### src/rtl/alu_seq_pkg.sv
// alu_seq_pkg: opcode and FSM encodings shared by alu_seq and alu_seq_iter.
// Optional multiply support is controlled by the ALU_SEQ_MUL_EN macro.
package alu_seq_pkg;

  typedef enum logic [3:0] {
    OP_NOP = 4'h0,
    OP_INC = 4'h1,
    OP_DEC = 4'h2,
    OP_ADD = 4'h3,
    OP_ADC = 4'h4,
    OP_SHL = 4'h5,
    OP_SHR = 4'h6,
    OP_SUB = 4'h7,
    OP_SBB = 4'h8,
    OP_MUL = 4'h9,
    OP_AND = 4'hA,
    OP_OR  = 4'hB,
    OP_XOR = 4'hC,
    OP_NOT = 4'hD,
    OP_CMP = 4'hE,
    OP_ROR = 4'hF
  } alu_op_e;

  typedef enum logic [1:0] {
    ST_IDLE,
    ST_SHIFT,
`ifdef ALU_SEQ_MUL_EN
    ST_MUL,
`endif
    ST_FIN
  } alu_state_e;

  function automatic logic is_shift(alu_op_e op);
    return (op == OP_SHL) || (op == OP_SHR) || (op == OP_ROR);
  endfunction

  // Ops that may occupy the iteration datapath (a zero shift still runs single-cycle).
  function automatic logic is_multicycle(alu_op_e op);
`ifdef ALU_SEQ_MUL_EN
    return is_shift(op) || (op == OP_MUL);
`else
    return is_shift(op);
`endif
  endfunction

endpackage

### src/rtl/alu_seq_iter.sv
// alu_seq_iter: shared one-bit-per-cycle shift / shift-add multiply datapath.
// Loaded on start, steps once per cycle while busy, and exposes the value the
// next step will produce so the owner can capture the final result on the
// same edge as the last step. Multiply hardware exists only with ALU_SEQ_MUL_EN.
module alu_seq_iter
  import alu_seq_pkg::*;
#(
  parameter int WIDTH = 8,
  parameter int SHW   = $clog2(WIDTH)
) (
  input  logic             clk,
  input  logic             reset,
  input  logic             start,
  input  alu_op_e          mode,
  input  logic [WIDTH-1:0] operand,
`ifdef ALU_SEQ_MUL_EN
  input  logic [WIDTH-1:0] multiplicand,
  output logic [WIDTH-1:0] next_hi,
`endif
  input  logic [SHW:0]     count,
  output logic             busy,
  output logic             last,
  output logic [WIDTH-1:0] next_lo,
  output logic             next_lcarry
);

  alu_op_e          mode_q;
  logic [WIDTH-1:0] sr;
  logic [SHW:0]     cnt;
`ifdef ALU_SEQ_MUL_EN
  logic [WIDTH-1:0] acc;
  logic [WIDTH-1:0] mcand;
  logic [WIDTH:0]   sum;
`endif

  assign last = busy && (cnt == (SHW+1)'(1));

  // Value produced by one step of the selected operation.
  always_comb begin
    next_lo     = sr;
    next_lcarry = 1'b0;
`ifdef ALU_SEQ_MUL_EN
    next_hi = acc;
    sum     = {1'b0, acc} + (sr[0] ? {1'b0, mcand} : '0);
`endif
    case (mode_q)
      OP_SHL: begin
        next_lo     = {sr[WIDTH-2:0], 1'b0};
        next_lcarry = sr[WIDTH-1];
      end
      OP_SHR: begin
        next_lo     = {1'b0, sr[WIDTH-1:1]};
        next_lcarry = sr[0];
      end
      OP_ROR: begin
        next_lo     = {sr[0], sr[WIDTH-1:1]};
        next_lcarry = sr[0];
      end
`ifdef ALU_SEQ_MUL_EN
      OP_MUL: begin
        // Product lives in {acc, sr}; multiplier bits retire from sr[0].
        next_hi = sum[WIDTH:1];
        next_lo = {sum[0], sr[WIDTH-1:1]};
      end
`endif
      default: ;
    endcase
  end

  // Load on start, then step and count down until the terminal count.
  always_ff @(posedge clk) begin
    if (reset) begin
      busy   <= 1'b0;
      cnt    <= '0;
      sr     <= '0;
      mode_q <= OP_NOP;
`ifdef ALU_SEQ_MUL_EN
      acc    <= '0;
      mcand  <= '0;
`endif
    end else if (start) begin
      busy   <= 1'b1;
      cnt    <= count;
      sr     <= operand;
      mode_q <= mode;
`ifdef ALU_SEQ_MUL_EN
      acc    <= '0;
      mcand  <= multiplicand;
`endif
    end else if (busy) begin
      sr  <= next_lo;
      cnt <= cnt - (SHW+1)'(1);
`ifdef ALU_SEQ_MUL_EN
      acc <= next_hi;
`endif
      if (last) busy <= 1'b0;
    end
  end

endmodule

### src/rtl/alu_seq.sv
// alu_seq: multi-cycle ALU with registered result/flag file and valid/ready issue.
// Single-cycle ops retire on the accept edge; shifts and multiply run on
// alu_seq_iter and retire through FIN. Define ALU_SEQ_MUL_EN to include MUL;
// without it opcode 9 behaves as NOP and result_hi is tied to zero.
//
// state    | meaning
// IDLE     | ready; single-cycle ops complete here
// SHIFT    | iterating a shift/rotate, one bit per cycle
// MUL      | iterating shift-add multiply (ALU_SEQ_MUL_EN only)
// FIN      | result/flags just written, done high, still busy
module alu_seq
  import alu_seq_pkg::*;
#(
  parameter int WIDTH = 8,
  parameter int SHW   = $clog2(WIDTH)
) (
  input  logic             clk,
  input  logic             reset,
  input  logic             op_valid,
  output logic             op_ready,
  input  logic [3:0]       operation,
  input  logic [WIDTH-1:0] lhs_in,
  input  logic [WIDTH-1:0] rhs_in,
  input  logic             assert_bus,
  output logic [WIDTH-1:0] bus_out,
  output logic             bus_en,
  output logic [WIDTH-1:0] result_hi,
  output logic             done,
  output logic             flag_zero,
  output logic             flag_acarry,
  output logic             flag_lcarry,
  output logic             flag_sign,
  output logic             flag_overflow
);

  localparam logic [SHW:0] MUL_COUNT = (SHW+1)'(WIDTH);

  alu_state_e       state, state_nxt;
  alu_op_e          op_in;
  logic             busy, accept, go_multi;
  logic [SHW-1:0]   shamt;
  logic [SHW:0]     iter_count;
  logic             iter_busy, iter_last, iter_lc;
  logic [WIDTH-1:0] iter_lo;
  logic [WIDTH-1:0] result;

  logic [WIDTH-1:0] b_opnd;
  logic             cin;
  logic [WIDTH:0]   sum;
  logic             sum_ov;
  logic [WIDTH-1:0] sc_val;
  logic             wr_res, wr_zs, wr_arith, wr_lc;

  assign op_in      = alu_op_e'(operation);
  assign shamt      = rhs_in[SHW-1:0];
  assign accept     = op_valid && op_ready;
  assign go_multi   = accept && is_multicycle(op_in) &&
                      !(is_shift(op_in) && (shamt == '0));
  assign iter_count = (op_in == OP_MUL) ? MUL_COUNT : {1'b0, shamt};

`ifdef ALU_SEQ_MUL_EN
  logic [WIDTH-1:0] iter_hi;
`endif

  alu_seq_iter #(.WIDTH(WIDTH), .SHW(SHW)) u_iter (
    .clk          (clk),
    .reset        (reset),
    .start        (go_multi),
    .mode         (op_in),
    .operand      (lhs_in),
`ifdef ALU_SEQ_MUL_EN
    .multiplicand (rhs_in),
    .next_hi      (iter_hi),
`endif
    .count        (iter_count),
    .busy         (iter_busy),
    .last         (iter_last),
    .next_lo      (iter_lo),
    .next_lcarry  (iter_lc)
  );

  // Adder operand and carry-in select; subtracts add the inverted rhs.
  always_comb begin
    b_opnd = rhs_in;
    cin    = 1'b0;
    case (op_in)
      OP_INC: b_opnd = WIDTH'(1);
      OP_DEC: begin b_opnd = ~WIDTH'(1); cin = 1'b1; end
      OP_ADC: cin = flag_acarry;
      OP_SUB, OP_CMP: begin b_opnd = ~rhs_in; cin = 1'b1; end
      OP_SBB: begin b_opnd = ~rhs_in; cin = flag_acarry; end
      default: ;
    endcase
  end

  assign sum    = {1'b0, lhs_in} + {1'b0, b_opnd} + {{WIDTH{1'b0}}, cin};
  assign sum_ov = (lhs_in[WIDTH-1] == b_opnd[WIDTH-1]) &&
                  (sum[WIDTH-1] != lhs_in[WIDTH-1]);

  // Single-cycle result value and which parts of the register file it writes.
  always_comb begin
    sc_val   = result;
    wr_res   = 1'b0;
    wr_zs    = 1'b0;
    wr_arith = 1'b0;
    wr_lc    = 1'b0;
    case (op_in)
      OP_INC, OP_DEC, OP_ADD, OP_ADC, OP_SUB, OP_SBB: begin
        sc_val = sum[WIDTH-1:0]; wr_res = 1'b1; wr_zs = 1'b1; wr_arith = 1'b1;
      end
      OP_CMP: begin
        sc_val = sum[WIDTH-1:0]; wr_zs = 1'b1; wr_arith = 1'b1;
      end
      OP_AND: begin sc_val = lhs_in & rhs_in; wr_res = 1'b1; wr_zs = 1'b1; wr_lc = 1'b1; end
      OP_OR:  begin sc_val = lhs_in | rhs_in; wr_res = 1'b1; wr_zs = 1'b1; wr_lc = 1'b1; end
      OP_XOR: begin sc_val = lhs_in ^ rhs_in; wr_res = 1'b1; wr_zs = 1'b1; wr_lc = 1'b1; end
      OP_NOT: begin sc_val = ~lhs_in;         wr_res = 1'b1; wr_zs = 1'b1; wr_lc = 1'b1; end
      // Reached only for a zero shift amount.
      OP_SHL, OP_SHR, OP_ROR: begin
        sc_val = lhs_in; wr_res = 1'b1; wr_zs = 1'b1; wr_lc = 1'b1;
      end
      default: ;
    endcase
  end

  // FSM state register.
  always_ff @(posedge clk) begin
    if (reset) state <= ST_IDLE;
    else       state <= state_nxt;
  end

  // FSM next-state logic.
  always_comb begin
    state_nxt = state;
    case (state)
      ST_IDLE: begin
        if (go_multi) begin
`ifdef ALU_SEQ_MUL_EN
          state_nxt = (op_in == OP_MUL) ? ST_MUL : ST_SHIFT;
`else
          state_nxt = ST_SHIFT;
`endif
        end
      end
      ST_SHIFT: if (iter_last) state_nxt = ST_FIN;
`ifdef ALU_SEQ_MUL_EN
      ST_MUL:   if (iter_last) state_nxt = ST_FIN;
`endif
      ST_FIN:   state_nxt = ST_IDLE;
      default:  state_nxt = ST_IDLE;
    endcase
  end

  // FSM outputs.
  always_comb begin
    busy     = (state != ST_IDLE);
    op_ready = !busy;
  end

  // Result/flag file: written on a single-cycle accept or on the last iteration.
  always_ff @(posedge clk) begin
    if (reset) begin
      result        <= '0;
      done          <= 1'b0;
      flag_zero     <= 1'b0;
      flag_acarry   <= 1'b0;
      flag_lcarry   <= 1'b0;
      flag_sign     <= 1'b0;
      flag_overflow <= 1'b0;
    end else begin
      done <= 1'b0;
      if (accept && !go_multi) begin
        done <= 1'b1;
        if (wr_res) result <= sc_val;
        if (wr_zs) begin
          flag_zero <= (sc_val == '0);
          flag_sign <= sc_val[WIDTH-1];
        end
        if (wr_arith) begin
          flag_acarry   <= sum[WIDTH];
          flag_overflow <= sum_ov;
        end
        if (wr_lc) flag_lcarry <= 1'b0;
      end else if (iter_last) begin
        done      <= 1'b1;
        result    <= iter_lo;
        flag_sign <= iter_lo[WIDTH-1];
`ifdef ALU_SEQ_MUL_EN
        if (state == ST_MUL) begin
          flag_zero     <= ({iter_hi, iter_lo} == '0);
          flag_acarry   <= (iter_hi != '0);
          flag_overflow <= 1'b0;
        end else begin
          flag_zero   <= (iter_lo == '0);
          flag_lcarry <= iter_lc;
        end
`else
        flag_zero   <= (iter_lo == '0);
        flag_lcarry <= iter_lc;
`endif
      end
    end
  end

`ifdef ALU_SEQ_MUL_EN
  logic [WIDTH-1:0] hi_q;

  // Upper product half; any other result-writing op clears it.
  always_ff @(posedge clk) begin
    if (reset) begin
      hi_q <= '0;
    end else if (accept && !go_multi) begin
      if (wr_res) hi_q <= '0;
    end else if (iter_last) begin
      hi_q <= (state == ST_MUL) ? iter_hi : '0;
    end
  end

  assign result_hi = hi_q;
`else
  assign result_hi = '0;
`endif

  assign bus_out = assert_bus ? result : '0;
  assign bus_en  = assert_bus;

endmodule

### config.mk
export PLATFORM = sky130hd
export DESIGN_NAME = alu_seq
export DESIGN_NICKNAME = d
export VERILOG_FILES = /design/src/rtl/alu_seq_pkg.sv /design/src/rtl/alu_seq_iter.sv /design/src/rtl/alu_seq.sv
export SDC_FILE = /design/constraint.sdc
export NUM_CORES = 1
export LEC_CHECK = 0
export ABC_AREA = 0
export CORE_ASPECT_RATIO = 0.7
export CORE_UTILIZATION = 51
export DETAILED_ROUTE_END_ITERATION = 7
export PLACE_DENSITY = 0.78
export SLEW_MARGIN = 20
export SYNTH_ARGS = -nofsm -noshare
export SYNTH_HDL_FRONTEND = slang
export SYNTH_SLANG_ARGS = --single-unit
export TNS_END_PERCENT = 30
### constraint.sdc
create_clock -name clk -period 4.05 [get_ports clk]
set_clock_uncertainty 0.05 [all_clocks]
set_input_delay 0.6075 -clock clk [delete_from_list [all_inputs] [get_ports clk]]
set_output_delay 0.6075 -clock clk [all_outputs]
set_load 0.02 [all_outputs]
==> results.md <==
* Worst-skew pair later-pin latency at 0.29 ns
* Ant. Diodes at 0
* Number of synthesized flops with an enable pin at 0
* First element of the critical path: operation[1]
* Post-CTS setup-driven buffer insertion count at 0
* Cell leakage power at 1.702 nW
* Number of maximum-capacitance constraint violations at 0
* Layout Nets at 596
* Final critical path time including I/O delays and setup at 3.919 ns
* Area taken by flip-flops and latches at 660.6 sq um
* Unique cell type count in the Yosys netlist at 64
* IR drop worst, VDD at 0.1486 mV
* Slew Viols, Final at 0
* DIE AREA at 7446 sq um
* Overall die width at 102.7 um
* Fmax at 255.2 MHz
* Port Buffer Count at 39
* Grt total ovfl at 0
* Avg Synthesized Cell Area at 7.045 sq um
* Instance count of the mapped netlist at 514
* Worst Setup Start Kind: input pin
* Detail-routed net length per standard cell at 17.57 um
* Run status: complete, no violations
* Register clock-pin slew on the reported worst setup and hold paths at 0.07 ns
* Type of destination of the critical path: register
* Main flop type after synthesis: sky130_fd_sc_hd__dfxtp_1
* Fill cells at 652
* Clock Tree Root: sky130_fd_sc_hd__clkbuf_8
* Largest stage delay on the critical path at 0.45 ns
* Commonest non-fill, non-tap cells in the layout: 57 x sky130_fd_sc_hd__nand2_1, 46 x sky130_fd_sc_hd__a21oi_1, 41 x sky130_fd_sc_hd__nor2_1
* Number of global-route vias before repair at 3,451
* Headroom to the max-slew limit at 0.3342
* Asr flop ratio synth at 0
* RSZ-0062 raised after global routing: no
* Sum of net half-perimeters after detailed placement at 8603 um
* Placeable core region at 6819 sq um
* Via density per instance at 6.288
* Initial Util at 0.5310
* Clock tree sinks at 33
* Cell Rows at 25
* Yosys reg bits at 33
* Hold Startpoint: state[1]
* Number of antenna violations at the first check in global routing at 0
* Tightest Pin Transition at 0.9966 ns
* Vert. Die Dim at 72.50 um
* Power density over the cells at 261.3 nW/um^2
* Placement Setup Slack at -0.06065 ns
* Proportion of layout cells with a drive suffix above 1 at 0.07509
* Final worst slack at 0.1313 ns
* First-pass GRT wire length at 17,730 um
* Required time of the worst setup path at 4.20 ns
* All-layer global routing usage at 0.3099
* Total DRC errors in the routed layout at 0
* Final number of hold-violating endpoints at 0
* Placer congestion estimate at 0.9467
* Worst Path Class, Setup: input pin to register
* Area growth from synthesis to layout at 16.90%
* TritonCTS clock tree: yes
* Cells on worst reg2reg path at 10
* Number of nets with antenna violations after detailed routing at 0
* Post-synthesis cell area at 3621 sq um
* Cts bufs inserted at 5
* I/O pin cnt at 48
* Starting DRT DRC Count at 482
* Largest fanout on the critical path at 14
* Pin count of the biggest net entering global routing at 57
* Most common library cell in the layout ignoring fill and taps: sky130_fd_sc_hd__nand2_1
* Core Util, Final at 0.6207
* H-tree levels at 2
* Cell class contributing the biggest share of worst-path delay: compound AO/OA/AOI/OAI gates
* Area used by multi-input combinational logic at 2679 sq um
* Max Buffers Root-to-Sink at 2
* Bufs and invs on worst path at 3
* DRT Wirelength at 11,250 um
* Worst min-delay path endpoint: state[1]
* Endpoint of the worst register-to-register path: flag_zero
* Class of the most critical hold timing path: register to register
* Critical register-to-register path startpoint: flag_acarry
* Cell with the largest stage delay on the worst path: sky130_fd_sc_hd__clkdlybuf4s50_1
* YS warnings at 0
* Register-to-register setup slack at 0.98 ns
* WP data arrival at 4.07 ns
* Detailed-router iteration count before antenna repair at 6
* Final setup violation count at 0
* Sequential share of the synthesized area at 0.1824
* Chain of cells forming the critical path: clkdlybuf4s50_1 > buf_12 > nor2b_1 > buf_4 > o311ai_0 > nand2_1 > ha_1 > a21o_1 > nand4_1 > a21oi_1 > nor3_1 > o32ai_1 > o21ai_0 > o31ai_1
* Final clock period utilization by the worst path at 0.9676
* Depth of the worst hold-timing path at 1
* Via count of the routed design at 4,024
flip-flops by register name, indices dropped and copies added, names as in the netlist:
| register | flops |
|---|---|
| flag_sign | 1 |
| u_iter.sr | 8 |
| flag_acarry | 1 |
| flag_overflow | 1 |
| done | 1 |
| u_iter.cnt | 4 |
| u_iter.mode_q | 4 |
| u_iter.busy | 1 |
| result | 8 |
| flag_zero | 1 |
| flag_lcarry | 1 |
| state | 2 |
area by class of cell:
cell class / count / share of cell area
flip-flops and latches: 33 / 0.1561
clock inverters: 2 / 0.002365
multi-input cells: 416 / 0.6329
clock buffers: 6 / 0.01714
well taps: 94 / 0.02779
inverters: 26 / 0.02306
repair buffers: 63 / 0.1407
timing repair:
action | CTS | global route
hold buffers | 0 | 0
resized for setup | 0 | 3
endpoints found under the setup margin | 0 | 4
synthesized netlist by cell type, types with 4 or more instances:
cell	number	area [sq um]
sky130_fd_sc_hd__a31oi_1	7	43.79
sky130_fd_sc_hd__and2_1	14	87.58
sky130_fd_sc_hd__xnor2_1	10	87.58
sky130_fd_sc_hd__buf_2	5	25.02
sky130_fd_sc_hd__dfxtp_1	33	660.6
sky130_fd_sc_hd__nor2_1	41	153.9
sky130_fd_sc_hd__xor2_1	4	35.03
sky130_fd_sc_hd__a21o_1	11	82.58
sky130_fd_sc_hd__inv_1	25	93.84
sky130_fd_sc_hd__buf_4	10	75.07
sky130_fd_sc_hd__nand3_1	14	70.07
sky130_fd_sc_hd__nor3_1	8	40.04
sky130_fd_sc_hd__a22o_1	7	61.31
sky130_fd_sc_hd__nor3b_1	5	37.54
sky130_fd_sc_hd__nand2_1	57	214.0
sky130_fd_sc_hd__clkbuf_1	29	108.9
sky130_fd_sc_hd__ha_1	25	312.8
sky130_fd_sc_hd__o21ai_0	33	165.2
sky130_fd_sc_hd__and3_1	5	31.28
sky130_fd_sc_hd__a22oi_1	16	120.1
sky130_fd_sc_hd__a211oi_1	15	112.6
sky130_fd_sc_hd__nor2b_1	8	50.05
sky130_fd_sc_hd__a21oi_1	46	230.2
sky130_fd_sc_hd__o211ai_1	10	75.07
sky130_fd_sc_hd__nand2b_1	5	31.28
sky130_fd_sc_hd__o311ai_0	9	78.83
worst reg2reg max path, cell delays in order, from the launching register on:
cell	delay, ns
sky130_fd_sc_hd__dfxtp_1	0.38
sky130_fd_sc_hd__a211oi_1	0.23
sky130_fd_sc_hd__a311o_1	0.15
sky130_fd_sc_hd__o21ai_0	0.10
sky130_fd_sc_hd__fa_1	0.42
sky130_fd_sc_hd__fa_1	0.44
sky130_fd_sc_hd__xnor2_1	0.17
sky130_fd_sc_hd__o221ai_1	0.17
sky130_fd_sc_hd__a211o_1	0.29
sky130_fd_sc_hd__or3b_1	0.40
sky130_fd_sc_hd__o31ai_2	0.18
through the flow:
stage                     cell area, sq um  total power, W  std cells  setup TNS (ns)  hold slack [ns]
after floorplan                       3651       0.0006895        521               0           0.3627
after global placement                4144       0.0008347        632               0           0.3718
after detailed placement              4144       0.0008461        632         -0.1202           0.3886
after CTS                             4227        0.001088        640               0           0.4008
after global routing                  4233        0.001166        640               0           0.4315
final                                 4233        0.001106        640               0           0.4042
layer usage:
| metal | global-route usage | routed length, um | vias up | part of all wire |
|---|---|---|---|---|
| met1 | 0.4847 | 5222 | 1859 | 0.46 |
| li1 | - | - | 1924 | - |
| met4 | 0.05397 | 70 | 0 | 0.0062 |
| met3 | 0.05877 | 1332 | 14 | 0.12 |
| met2 | 0.4356 | 4619 | 227 | 0.41 |
| met5 | 0 | 0 | - | 0 |
cell families after synthesis:
group | Yosys count | share of synthesized area
xor+xnor | 15 | 0.03835
simple gates | 174 | 0.2322
mux | 3 | 0.008293
compound gates | 189 | 0.3535
other cells | 1 | 0.001036
flops | 33 | 0.1824
buf+inv | 72 | 0.08673
fa+ha+maj | 27 | 0.09744
report_power, final:
part | internal, W | leakage, nW | switching [W]
clock network | 0.000119 | 0.0450 | 0.000131
registers | 0.000349 | 0.270 | 0.0000358
logic | 0.000205 | 1.39 | 0.000266
how the worst max path moves through the flow:
stage | to | slack (ns) | cells after the start
after floorplan | flag_zero | 0.03 | 16
after global placement | flag_zero | 0.09 | 13
after detailed placement | flag_zero | -0.06 | 14
after CTS | flag_zero | 0.23 | 14
after global routing | flag_zero | 0.02 | 14
final | result[7] | 0.13 | 14
Power figures use the tool's default switching activity.
